## src/rtl/rom_stream_writer_pkg.sv

```systemverilog
// ---------------------------------------------------------------------------
// rom_stream_writer_pkg
//   Shared types and constants for the ROM stream writer.
//   - state_t         : top-level load FSM states
//   - word_t          : one FIFO entry (24-bit byte address + 16-bit data)
//   - HDR_*_OFS       : cartridge header field offsets relative to HDR_BASE
//   - MASK_BASE       : size code 0 corresponds to a 1 KiB region
//   - size_to_mask()  : size code -> address mask, truncated to 24 bits
// ---------------------------------------------------------------------------
package rom_stream_writer_pkg;

  typedef enum logic [1:0] {
    IDLE  = 2'd0,
    LOAD  = 2'd1,
    FLUSH = 2'd2,
    DONE  = 2'd3
  } state_t;

  localparam int WORD_W = 40;

  typedef struct packed {
    logic [23:0] addr;
    logic [15:0] data;
  } word_t;

  localparam logic [23:0] HDR_MAP_CTRL_OFS = 24'h000015;
  localparam logic [23:0] HDR_ROM_SIZE_OFS = 24'h000017;
  localparam logic [23:0] HDR_RAM_SIZE_OFS = 24'h000018;
  localparam logic [23:0] MASK_BASE        = 24'h000400;

  // Large size codes shift the base out of the 24-bit field, so the mask
  // saturates to all ones after the subtraction wraps.
  function automatic logic [23:0] size_to_mask(input logic [7:0] size);
    logic [23:0] shifted;
    shifted = MASK_BASE << size;
    return shifted - 24'd1;
  endfunction

endpackage

```

## src/rtl/rom_stream_writer_fifo.sv

```systemverilog
// ---------------------------------------------------------------------------
// rom_word_fifo
//   Small first-word-fall-through FIFO of 40-bit {addr, data} words.
//   A push is accepted while full only if a pop happens in the same cycle,
//   in which case occupancy is unchanged.
// Ports:
//   wclk, reset      : clock, asynchronous active-high reset
//   push, wdata      : write request and word
//   pop              : consume head (ignored when empty)
//   rdata            : current head word (valid when !empty)
//   full, empty      : occupancy flags
// ---------------------------------------------------------------------------
module rom_word_fifo
  import rom_stream_writer_pkg::*;
#(
  parameter int DEPTH = 4
) (
  input  logic              wclk,
  input  logic              reset,
  input  logic              push,
  input  logic [WORD_W-1:0] wdata,
  input  logic              pop,
  output logic [WORD_W-1:0] rdata,
  output logic              full,
  output logic              empty
);

  localparam int AW = $clog2(DEPTH);
  localparam int LW = $clog2(DEPTH + 1);

  logic [WORD_W-1:0] mem [DEPTH];
  logic [AW-1:0]     wr_ptr;
  logic [AW-1:0]     rd_ptr;
  logic [LW-1:0]     level;
  logic              do_push;
  logic              do_pop;

  assign empty   = (level == '0);
  assign full    = (level == LW'(DEPTH));
  assign do_pop  = pop && !empty;
  // When full, the pop frees the slot the push lands in (wr_ptr == rd_ptr).
  assign do_push = push && (!full || do_pop);
  assign rdata   = mem[rd_ptr];

  always_ff @(posedge wclk) begin
    if (do_push) begin
      mem[wr_ptr] <= wdata;
    end
  end

  always_ff @(posedge wclk or posedge reset) begin
    if (reset) begin
      wr_ptr <= '0;
      rd_ptr <= '0;
      level  <= '0;
    end else begin
      if (do_push) wr_ptr <= wr_ptr + 1'b1;
      if (do_pop)  rd_ptr <= rd_ptr + 1'b1;
      case ({do_push, do_pop})
        2'b10:   level <= level + 1'b1;
        2'b01:   level <= level - 1'b1;
        default: level <= level;
      endcase
    end
  end

endmodule

```

## src/rtl/rom_stream_writer.sv

```systemverilog
// ---------------------------------------------------------------------------
// rom_stream_writer
//   Packs a byte stream from a ROM loader into 16-bit words, buffers them in
//   a small word FIFO and writes them to memory with a req/ack handshake.
//   Also captures the cartridge header fields (map control, ROM and RAM size)
//   as they stream past and derives address masks from the size codes.
// Ports:
//   wclk, reset                 : clock, asynchronous active-high reset
//   din, din_valid, src_loading : byte stream from the loader (no back-pressure)
//   mem_addr, mem_din, mem_req  : word write request (held until mem_ack)
//   mem_ack                     : one-cycle write acknowledge
//   map_ctrl, rom_size          : captured header fields
//   rom_mask, ram_mask          : masks derived from the size codes
//   loading, done, overflow     : status
// ---------------------------------------------------------------------------
module rom_stream_writer
  import rom_stream_writer_pkg::*;
#(
  parameter logic [23:0] HDR_BASE   = 24'h007FC0,
  parameter int          FIFO_DEPTH = 4
) (
  input  logic        wclk,
  input  logic        reset,
  input  logic [7:0]  din,
  input  logic        din_valid,
  input  logic        src_loading,
  output logic [23:0] mem_addr,
  output logic [15:0] mem_din,
  output logic        mem_req,
  input  logic        mem_ack,
  output logic [7:0]  map_ctrl,
  output logic [3:0]  rom_size,
  output logic [23:0] rom_mask,
  output logic [23:0] ram_mask,
  output logic        loading,
  output logic        done,
  output logic        overflow
);

  localparam logic [23:0] MAP_CTRL_ADDR = HDR_BASE + HDR_MAP_CTRL_OFS;
  localparam logic [23:0] ROM_SIZE_ADDR = HDR_BASE + HDR_ROM_SIZE_OFS;
  localparam logic [23:0] RAM_SIZE_ADDR = HDR_BASE + HDR_RAM_SIZE_OFS;

  state_t      state;
  logic [23:0] count;
  logic [7:0]  low_byte;
  logic        pending;
  logic [7:0]  ram_size;

  logic        byte_in;
  logic        odd_byte;
  logic        pad_push;
  logic        push;
  logic        pop;
  word_t       push_word;
  word_t       head;
  logic        fifo_full;
  logic        fifo_empty;

  // Bytes are accepted in every state but DONE.
  assign byte_in  = din_valid && (state != DONE);
  assign odd_byte = byte_in && count[0];
  // A dangling even byte is padded out once streaming has stopped.
  assign pad_push = (state == FLUSH) && pending && !din_valid;
  assign push     = odd_byte || pad_push;
  assign pop      = !mem_req && !fifo_empty;

  // In both push cases the pending low byte sits at count-1 (count is odd).
  always_comb begin
    push_word.addr = count - 24'd1;
    push_word.data = odd_byte ? {din, low_byte} : {8'h00, low_byte};
  end

  rom_word_fifo #(
    .DEPTH (FIFO_DEPTH)
  ) u_fifo (
    .wclk  (wclk),
    .reset (reset),
    .push  (push),
    .wdata (push_word),
    .pop   (pop),
    .rdata (head),
    .full  (fifo_full),
    .empty (fifo_empty)
  );

  // Byte packing and header capture.
  always_ff @(posedge wclk or posedge reset) begin
    if (reset) begin
      count    <= '0;
      low_byte <= '0;
      pending  <= 1'b0;
      map_ctrl <= '0;
      rom_size <= '0;
      ram_size <= '0;
    end else begin
      if (byte_in) begin
        count <= count + 24'd1;
        if (!count[0]) begin
          low_byte <= din;
          pending  <= 1'b1;
        end else begin
          pending  <= 1'b0;
        end
        if (count == MAP_CTRL_ADDR) map_ctrl <= din;
        if (count == ROM_SIZE_ADDR) rom_size <= din[3:0];
        if (count == RAM_SIZE_ADDR) ram_size <= din;
      end else if (pad_push) begin
        pending <= 1'b0;
      end
    end
  end

  // Masks follow the captured size codes one cycle later.
  always_ff @(posedge wclk or posedge reset) begin
    if (reset) begin
      rom_mask <= 24'h0003FF;
      ram_mask <= 24'h0003FF;
    end else begin
      rom_mask <= size_to_mask({4'h0, rom_size});
      ram_mask <= size_to_mask(ram_size);
    end
  end

  // Sticky: a word was lost because the FIFO had no room.
  always_ff @(posedge wclk or posedge reset) begin
    if (reset) begin
      overflow <= 1'b0;
    end else if (push && fifo_full && !pop) begin
      overflow <= 1'b1;
    end
  end

  // Memory writer: one outstanding request; the next pop can only happen
  // once mem_req has been seen low, i.e. the cycle after the acknowledge.
  always_ff @(posedge wclk or posedge reset) begin
    if (reset) begin
      mem_req  <= 1'b0;
      mem_addr <= '0;
      mem_din  <= '0;
    end else if (pop) begin
      mem_req  <= 1'b1;
      mem_addr <= head.addr;
      mem_din  <= head.data;
    end else if (mem_req && mem_ack) begin
      mem_req  <= 1'b0;
    end
  end

  // Load FSM with registered status outputs.
  always_ff @(posedge wclk or posedge reset) begin
    if (reset) begin
      state   <= IDLE;
      loading <= 1'b0;
      done    <= 1'b0;
    end else begin
      case (state)
        IDLE: begin
          if (din_valid || src_loading) begin
            state   <= LOAD;
            loading <= 1'b1;
          end
        end
        LOAD: begin
          if (!src_loading) begin
            state <= FLUSH;
          end
        end
        FLUSH: begin
          // No push can happen in the finishing cycle, so overflow is final.
          if (fifo_empty && !pending && !mem_req && !push && !din_valid) begin
            state   <= DONE;
            loading <= 1'b0;
            done    <= !overflow;
          end
        end
        DONE: begin
          state <= DONE;
        end
        default: begin
          state   <= IDLE;
          loading <= 1'b0;
          done    <= 1'b0;
        end
      endcase
    end
  end

endmodule

```

## config.mk

```make
export PLATFORM = sky130hd
export DESIGN_NAME = rom_stream_writer
export DESIGN_NICKNAME = d
export VERILOG_FILES = /design/src/rtl/rom_stream_writer_pkg.sv /design/src/rtl/rom_stream_writer_fifo.sv /design/src/rtl/rom_stream_writer.sv
export SDC_FILE = /design/constraint.sdc
export NUM_CORES = 1
export LEC_CHECK = 0
export ABC_AREA = 1
export CAP_MARGIN = 5
export CELL_PAD_IN_SITES_DETAIL_PLACEMENT = 0
export CELL_PAD_IN_SITES_GLOBAL_PLACEMENT = 1
export CORE_ASPECT_RATIO = 1.75
export CORE_MARGIN = 1
export CORE_UTILIZATION = 40
export CTS_BUF_LIST = sky130_fd_sc_hd__clkbuf_2 sky130_fd_sc_hd__clkbuf_4 sky130_fd_sc_hd__clkbuf_8
export DETAILED_ROUTE_END_ITERATION = 8
export GPL_TIMING_DRIVEN = 0
export PLACE_DENSITY = 0.68
export SYNTH_ARGS = -nofsm -noshare
export SYNTH_HDL_FRONTEND = slang
export SYNTH_SLANG_ARGS = --single-unit
```

## constraint.sdc

```tcl
create_clock -name wclk -period 12.4 [get_ports wclk]
set_clock_uncertainty 0.15 [all_clocks]
set_input_delay 3.72 -clock wclk [delete_from_list [all_inputs] [get_ports wclk]]
set_output_delay 3.72 -clock wclk [all_outputs]
set_load 0.01 [all_outputs]
```

==> results of run 1 <==
==> routing by layer <==
layer,track usage [%],vias to the layer above,wire length (microns),share of wire (%)
met4,8.35,0,1070,3.5
met3,3.45,68,1290,4.2
met2,37.9,209,17000,55
li1,-,4280,-,-
met5,0,-,0,0
met1,20.9,4148,11500,37
==> path summary, 6_finish.rpt <==
| check | endpoint | from | slack [ns] | depth (start not counted) |
|---|---|---|---|---|
| max | u_fifo.mem[1][0] | din_valid | 6.62 | 8 |
| min | state[0] | state[0] | 0.35 | 1 |
| max reg2reg | u_fifo.mem[2][36] | count[0] | 9.84 | 9 |
| min reg2reg | state[0] | state[0] | 0.35 | 1 |
| max in group asynchronous | mem_addr[16] | reset | 7.84 | 3 |
| min in group asynchronous | ram_mask[10] | reset | 3.46 | 2 |
==> final cells by class <==
type	instances	area share [%]
Timing Repair Buffer	101	6.99
Multi-Input combinational cell	757	25.3
Inverter	98	2.49
Clock buffer	55	4.75
Tap cell	391	3.20
Clock inverter	25	1.51
Sequential cell	294	53.4
Buffer	65	2.39
==> placed cells by master, fill, tap and decap left out, drive strengths merged <==
master           n
bufinv           4
nor3b            1
or2              1
clkbuf          75
a21oi           14
ha              10
conb            20
edfxtp         160
fa               1
inv             97
xor2            46
a31oi           41
o21bai           1
nand3b           2
nand3           42
a41o             1
nor2           304
clkinvlp         4
dfrtp          134
o2111ai          1
nor3            16
o21ai          113
mux2             1
o211ai           1
a22o             1
buf             50
clkinv          18
a311oi           1
xnor2            1
nand4           13
nand2          124
and2             1
clkdlybuf4s50   96
==> Yosys cell counts (3+ instances only) <==
| library cell | instances | area (sq um) |
|---|---|---|
| clkbuf_1 | 19 | 71.3 |
| nor2_4 | 6 | 67.6 |
| a21oi_2 | 6 | 52.6 |
| edfxtp_1 | 160 | 4800 |
| o21ai_0 | 83 | 415 |
| inv_1 | 91 | 342 |
| a21oi_1 | 8 | 40.0 |
| nand2_1 | 106 | 398 |
| ha_1 | 10 | 125 |
| nand4_1 | 13 | 81.3 |
| buf_1 | 8 | 30.0 |
| inv_2 | 5 | 18.8 |
| o21ai_1 | 21 | 105 |
| nor3_1 | 14 | 70.1 |
| xor2_1 | 45 | 394 |
| o21ai_2 | 8 | 70.1 |
| buf_4 | 22 | 165 |
| nand2_2 | 17 | 106 |
| dfrtp_1 | 134 | 3350 |
| nor2_1 | 295 | 1110 |
| buf_2 | 12 | 60.1 |
| buf_6 | 3 | 33.8 |
| nand3_1 | 38 | 190 |
| a31oi_1 | 41 | 257 |
| nand3_4 | 3 | 52.6 |
| nor2_2 | 3 | 18.8 |
==> cell families after synthesis <==
family | synth area share, %
and+or+nand+nor | 17.2
xor gates and xnor gates | 3.31
other | 0.0296
adders and majority gates | 1.15
DFF | 64.4
AOI/OAI and AO/OA | 7.96
muxes | 0.0889
buffers and inverters | 5.85
==> flip-flops by register name, summed over array words and instances (netlist names), 3 cells and up <==
name          cells
low_byte          8
count            24
ram_mask         14
u_fifo.level      3
ram_size          8
map_ctrl          8
rom_mask         14
mem_din          16
u_fifo.mem      160
mem_addr         24
rom_size          4
==> per-stage QoR <==
step | instances | hold slack, ns | total power (W) | util [%]
2_1_floorplan | 1214 | 0.312 | 0.00158 | -
3_3_place_gp | 1701 | 0.325 | 0.00189 | 45.8
3_5_place_dp | 1706 | 0.323 | 0.00191 | 46.3
4_1_cts | 1786 | 0.348 | 0.00277 | 49.4
5_1_grt | 1786 | 0.374 | 0.00288 | 49.4
6_report | 1786 | 0.345 | 0.00272 | 49.4
==> where the power goes <==
group / switching [W] / internal, W / leakage (nW) / total [W]
sequential: 0.0000472 / 0.00109 / 2.90 / 0.00114
combinational: 0.000452 / 0.000275 / 2.71 / 0.000727
clock: 0.000382 / 0.000472 / 0.490 / 0.000853
total: 0.000881 / 0.00184 / 6.11 / 0.00272
==> results.json, run 1 <==
{
  "dp_slack_ns": 5.98,
  "cts_tree": "built",
  "rows": 85,
  "clock_latency_ns": 0.57,
  "final-seq-area_sq_um": 8160,
  "start_util_pct": 40.9,
  "p_leak_nw": 6.11,
  "setup_ws_ns": 6.62,
  "hold_path_class": "flop to flop",
  "viasPerCell": 4.87,
  "numCtsBuffers": 43,
  "critPathRequiredTime_ns": 12.51,
  "period_minus_slack_ns": 5.78,
  "synth_ff_type": "edfxtp_1",
  "critPathLaunchType": "primary input",
  "cts_sinks": 294,
  "slowest_stage": "nor2_4",
  "die_x_microns": 136,
  "grt_setup_unrepaired": "no",
  "post-route-period-util_pct": 46.6,
  "critPathKind": "primary input to flop",
  "cp_common_cell": "nand2_2",
  "grt_pass1_vias": 8943,
  "synth_edf_count": 160,
  "io_pins": 117,
  "path_buf_inv": 3,
  "hold_viol": 0,
  "cap_viol_max_count": 0,
  "grt_usage_pct": 19.9,
  "core_area_sq_um": 30900,
  "post_cts_resized": 0,
  "fin_nets": 1384,
  "htreeDepth": 2,
  "async_reset_ff_share_pct": 45.6,
  "worstPathArrival_ns": 5.88,
  "tns_ns": 0,
  "ir_worst_vdd_v": 0.000103,
  "status": "finished clean",
  "cts.path.max_buffers": 3,
  "dr_total_vias": 8705,
  "placed_area_sq_um": 14300,
  "antenna_cells": 0,
  "syn_area_per_cell_sq_um": 10.6,
  "cp-end-kind": "flop",
  "cts_setup_buffers": 0,
  "powerDensity_nw_per_um2": 178,
  "multi_input_area_sq_um": 3860,
  "ys_types": 49,
  "crit_chain": "clkdlybuf4s50_1, nand2_2, inv_4, nand2_4, nand2_2, o21ai_4, nor2_4, buf_12",
  "drive_gt1_share_pct": 12.8,
  "place_congestion": 0.828,
  "final_cell_area_sq_um": 15300,
  "chipHeight_microns": 237,
  "cts_root_buffer": "clkbuf_8",
  "grt_pass1_wl_microns": 48400,
  "synth_seq_cells": 294,
  "ys_seq_area_share_pct": 64.4,
  "totalWireLength_microns": 30800,
  "dr.pass1.iters": 5,
  "syn_inst": 1195,
  "postCtsHoldBufs": 0,
  "grt_max_degree": 69,
  "relSlewSlack_pct": 51.9,
  "clkSlewWorstSetupHoldPaths_ns": 0.06,
  "yosys_warnings": 0,
  "path_max_fanout": 22,
  "dieArea_sq_um": 32400,
  "drc": 0,
  "synth.cell_area_sq_um": 12700,
  "fmax_mhz": 173,
  "ant_nets": 0,
  "critical_path.top_delay_family": "simple AND/OR/NAND/NOR gates",
  "port-buffer-count": 96,
  "drtIter0Drc": 433,
  "grt_antenna_before_repair": 0,
  "worstMarginPinSlew_ns": 0.719,
  "fillers": 2884,
  "setup-violations-final": 0,
  "wire_per_inst_microns": 17.2,
  "dpl.hpwl_microns": 21800,
  "cpPeakStageDelay_ns": 0.58,
  "syn_to_final_growth_pct": 20.7,
  "slew_viol_final": 0,
  "overflow": 0
}
(Power assumes the default switching activity.)
==> inputs of run 2 (changes only) <==
--- a/config.mk
+++ b/config.mk
@@ -15,7 +15,7 @@
 export CTS_BUF_LIST = sky130_fd_sc_hd__clkbuf_2 sky130_fd_sc_hd__clkbuf_4 sky130_fd_sc_hd__clkbuf_8
 export DETAILED_ROUTE_END_ITERATION = 8
 export GPL_TIMING_DRIVEN = 0
-export PLACE_DENSITY = 0.68
+export PLACE_DENSITY = 0.71
 export SYNTH_ARGS = -nofsm -noshare
 export SYNTH_HDL_FRONTEND = slang
 export SYNTH_SLANG_ARGS = --single-unit
==> constraint.sdc (replaced) <==
create_clock -name wclk -period 4.77 [get_ports wclk]
set_clock_uncertainty 0.15 [all_clocks]
set_input_delay 1.431 -clock wclk [delete_from_list [all_inputs] [get_ports wclk]]
set_output_delay 1.431 -clock wclk [all_outputs]
set_load 0.01 [all_outputs]
==> results.json, run 2 (synthesized netlist as in run 1, its figures left out) <==
{
  "status": "finished clean",
  "largest_reg_flops": 160,
  "drtIter0Drc": 358,
  "setup-violations-final": 0,
  "syn_to_final_growth_pct": 20.8,
  "cts.path.max_buffers": 3,
  "port-buffer-count": 96,
  "htreeDepth": 2,
  "grt_antenna_before_repair": 0,
  "fmax_mhz": 291,
  "path_max_fanout": 25,
  "critPathRequiredTime_ns": 4.88,
  "fin_nets": 1387,
  "post_cts_resized": 0,
  "grt.busiest_layer": "met2",
  "layout.cells.non_filler": 1790,
  "grt_max_degree": 41,
  "core_area_sq_um": 30900,
  "grt_use_met3_pct": 3.35,
  "overflow": 0,
  "r2r_slack_ns": 2.13,
  "ir_worst_vdd_v": 0.000211,
  "numCtsBuffers": 43,
  "viasPerCell": 4.86,
  "cts_root_buffer": "clkbuf_8",
  "dr.pass1.iters": 4,
  "crit_chain": "clkdlybuf4s50_1, nand2_2, inv_4, nand2_4, nand2_2, o21ai_4, nor2_4, buf_12",
  "worstMarginPinSlew_ns": 0.729,
  "worstPathArrival_ns": 3.55,
  "startpoint": "din_valid",
  "reg_top3": "u_fifo.mem x160, count x24, mem_addr x24",
  "crit_cells": 8,
  "slowest_stage": "clkdlybuf4s50_1",
  "cp-end-kind": "flop",
  "place_congestion": 0.818,
  "cp-endpoint": "u_fifo.mem[3][1]",
  "use_met2_pct": 37.2,
  "r2r_start": "count[0]",
  "drive_gt1_share_pct": 12.9,
  "wire_per_inst_microns": 17.0,
  "cts_sinks": 294,
  "largest_register": "u_fifo.mem",
  "rows": 85,
  "hold_path_class": "flop to flop",
  "p_leak_nw": 6.12,
  "dr_total_vias": 8694,
  "slew_viol_final": 0,
  "clkSlewWorstSetupHoldPaths_ns": 0.06,
  "post-route-period-util_pct": 72.1,
  "final_cell_mix": "nor2_1 (291), edfxtp_1 (160), dfrtp_1 (134)",
  "hold_viol": 0,
  "dpl.hpwl_microns": 21700,
  "clock_latency_ns": 0.59,
  "cts_setup_buffers": 0,
  "relSlewSlack_pct": 51.4,
  "dieArea_sq_um": 32400,
  "critPathLaunchType": "primary input",
  "io_pins": 117,
  "period_minus_slack_ns": 3.44,
  "final_common_cell": "nor2_1",
  "powerDensity_nw_per_um2": 455,
  "start_util_pct": 40.9,
  "rr_endpoint": "u_fifo.mem[3][36]",
  "die_x_microns": 136,
  "grt_usage_pct": 19.8,
  "cap_viol_max_count": 0,
  "cp_common_cell": "nand2_2",
  "ant_nets": 0,
  "cpPeakStageDelay_ns": 0.53,
  "totalPowerFinal_w": 0.00696,
  "grt_pass1_wl_microns": 47900,
  "chipHeight_microns": 237,
  "grt_setup_unrepaired": "no",
  "critPathKind": "primary input to flop",
  "use_met1_pct": 21.2,
  "dpl.cell_count": 1709,
  "postCtsHoldBufs": 0,
  "grt_pass1_vias": 8702,
  "path_buf_inv": 3,
  "totalWireLength_microns": 30400,
  "drc": 0,
  "utilization_pct": 49.4,
  "ff2ff_path_depth": 9,
  "cts_tree": "built",
  "critical_path.top_delay_family": "buffers and inverters"
}
run 2: how the worst min path moves through the flow:
stage                     slack (ns)        start  cells after the start           to
after floorplan                 0.31    count[23]                      2    count[23]
after global placement          0.32         done                      2         done
after detailed placement        0.32  map_ctrl[0]                      2  map_ctrl[0]
after CTS                       0.35  map_ctrl[5]                      2  map_ctrl[5]
after global routing            0.37  map_ctrl[1]                      2  map_ctrl[1]
final                           0.34  map_ctrl[5]                      2  map_ctrl[5]
run 2: through the flow:
step                      setup TNS (ns)  worst slack [ns]  hold slack [ns]  area (sq um)
after floorplan                        0             0.557            0.312         12700
final                                  0              1.33            0.343         15300
after detailed placement               0             0.699            0.324         14400
after CTS                              0              1.31            0.350         15300
after global routing                   0              1.17            0.375         15300
after global placement           -276.98             -1.83            0.324         14200
run 2: final cells by class:
| cell class | instances | area, sq um |
|---|---|---|
| fill | 2885 | 15700 |
| sequential | 294 | 8160 |
| multi-input combinational | 757 | 3860 |
| timing repair buffer | 104 | 1130 |
| clock buffer | 63 | 761 |
| tap | 391 | 489 |
| inverter | 98 | 379 |
| buffer | 65 | 365 |
| clock inverter | 17 | 141 |
| antenna | 1 | 2.50 |
run 2: report_power, final:
| group | internal, W | switching (W) |
|---|---|---|
| Sequential | 0.00284 | 0.000116 |
| Clock | 0.00114 | 0.000961 |
| Combinational | 0.000719 | 0.00118 |
run 2: worst min-delay path, cell delays in order, from the launching register on:
cell	delay, ns
dfrtp_1	0.35
nand2_1	0.07
o21ai_2	0.05
run 2: routing by layer:
metal	wire, microns	up-vias	part of all wire [%]
met4	1130	0	3.7
met5	0	-	0
met2	16700	178	55
li1	-	4290	-
met1	11400	4163	37
met3	1190	63	3.9
==> inputs of run 3 (changes only) <==
==> constraint.sdc (replaced) <==
create_clock -name wclk -period 2.9 [get_ports wclk]
set_clock_uncertainty 0.15 [all_clocks]
set_input_delay 0.87 -clock wclk [delete_from_list [all_inputs] [get_ports wclk]]
set_output_delay 0.87 -clock wclk [all_outputs]
set_load 0.01 [all_outputs]
==> results.json, run 3 (synthesized netlist as in run 1, its figures left out) <==
{
  "worstMarginPinSlew_ns": 0.735,
  "grt_setup_unrepaired": "no",
  "grt_max_degree": 41,
  "grt_usage_pct": 19.8,
  "dp_slack_ns": -0.610,
  "totalWireLength_microns": 30500,
  "cp-end-kind": "flop",
  "critPathLaunchType": "flop",
  "grt_use_met3_pct": 3.35,
  "multi_input_area_sq_um": 3860,
  "critPathRequiredTime_ns": 3.09,
  "reg_top3": "u_fifo.mem x160, count x24, mem_addr x24",
  "grt_pass1_vias": 8702,
  "drtIter0Drc": 376,
  "dr_total_vias": 8743,
  "critPathKind": "flop to flop",
  "whs_path_depth": 2,
  "post-route-period-util_pct": 92.6,
  "numCtsBuffers": 43,
  "clkSlewWorstSetupHoldPaths_ns": 0.06,
  "setup-violations-final": 0,
  "io_pins": 117,
  "powerDensity_nw_per_um2": 746,
  "use_met1_pct": 21.2,
  "drive_gt1_share_pct": 13.2,
  "worstPathArrival_ns": 2.87,
  "dr.pass1.iters": 4,
  "dpl.hpwl_microns": 21700,
  "largest_register": "u_fifo.mem",
  "grt_antenna_before_repair": 0,
  "path_max_fanout": 8,
  "grt.busiest_layer": "met2",
  "totalPowerFinal_w": 0.0114,
  "rows": 85,
  "clock_latency_ns": 0.59,
  "ff2ff_path_depth": 9,
  "chipHeight_microns": 237,
  "hold_path_class": "flop to flop",
  "place_congestion": 0.818,
  "grt_pass1_wl_microns": 47900,
  "final_common_cell": "nor2_1",
  "start_util_pct": 40.9,
  "cts_tree": "built",
  "relSlewSlack_pct": 51.0,
  "r2r_slack_ns": 0.21,
  "htreeDepth": 2,
  "period_minus_slack_ns": 2.69,
  "crit_chain": "inv_1, ha_1, nand2_1, nor2_1, nand2_1, nor2_2, nand3_1, nor2_1, xor2_1",
  "cts_root_buffer": "clkbuf_8",
  "cts_sinks": 294,
  "cts.path.max_buffers": 3,
  "use_met2_pct": 37.2,
  "setup_ws_ns": 0.215,
  "ant_nets": 0,
  "postCtsHoldBufs": 0,
  "fillers": 2882,
  "cap_viol_max_count": 0,
  "dieArea_sq_um": 32400,
  "ir_worst_vdd_v": 0.000347,
  "syn_to_final_growth_pct": 21.1,
  "core_area_sq_um": 30900,
  "cpPeakStageDelay_ns": 0.51,
  "status": "finished clean",
  "fin_nets": 1393,
  "port-buffer-count": 96,
  "die_x_microns": 136,
  "hold_viol": 0,
  "fmax_mhz": 372,
  "viasPerCell": 4.87,
  "final_cell_mix": "nor2_1 (291), edfxtp_1 (160), dfrtp_1 (134)",
  "wire_per_inst_microns": 17.0,
  "drc": 0,
  "slew_viol_final": 0,
  "largest_reg_flops": 160,
  "slowest_stage": "dfrtp_1",
  "p_leak_nw": 6.15,
  "overflow": 0,
  "final-seq-area_sq_um": 8160
}
run 3: changes by cell type in the layout (fill, tap and decap cells not counted):
cell / delta
buf_4: +6
run 3: timing repair:
action,CTS,global route
endpoints found under the setup margin,0,100
resized for setup,0,0
buffers inserted,0,6
run 3: metal layers:
layer,part of all wire (%),vias up,wire [microns]
li1,-,4305,-
met1,37,4187,11400
met2,55,182,16700
met3,3.9,69,1200
met4,3.8,0,1150
met5,0,-,0
run 3: final cells by class:
type | instances | area share (%)
Antenna cell | 1 | 0.0163
Clock inverter | 17 | 0.922
Sequential cell | 294 | 53.2
Multi-Input combinational cell | 757 | 25.2
Buffer | 65 | 2.38
Inverter | 98 | 2.47
Timing Repair Buffer | 110 | 7.65
Tap cell | 391 | 3.19
Clock buffer | 63 | 4.96
run 3: worst paths after layout:
path	from	endpoint
setup / recovery	count[0]	u_fifo.mem[3][36]
hold / removal	map_ctrl[5]	map_ctrl[5]
setup reg to reg	count[0]	u_fifo.mem[3][36]
hold reg to reg	map_ctrl[5]	map_ctrl[5]
max in group asynchronous	reset	count[19]
min in group asynchronous	reset	ram_mask[12]
run 3: stage by stage:
stage | hold WS [ns] | utilization (%) | TNS [ns] | instance area (sq um) | cells
2_1_floorplan | 0.312 | - | -120.25 | 12700 | 1214
3_3_place_gp | 0.324 | 45.8 | -662.29 | 14200 | 1701
3_5_place_dp | 0.324 | 46.5 | -78.02 | 14400 | 1709
4_1_cts | 0.350 | 49.4 | 0 | 15300 | 1789
5_1_grt | 0.375 | 49.5 | 0 | 15300 | 1795
6_report | 0.343 | 49.5 | 0 | 15300 | 1796
run 3: power breakdown:
part           internal [W]  leakage (nW)  switching (W)
clock network       0.00188         0.478        0.00158
logic               0.00118          2.77        0.00193
registers           0.00468          2.90       0.000190
run 3: critical path: cells and delay by family (launching register included):
kind / cells / cell delay (ns)
xor+xnor: 1 / 0.37
fa+ha+maj: 1 / 0.22
buf+inv: 1 / 0.28
flops: 1 / 0.51
simple gates: 6 / 0.91
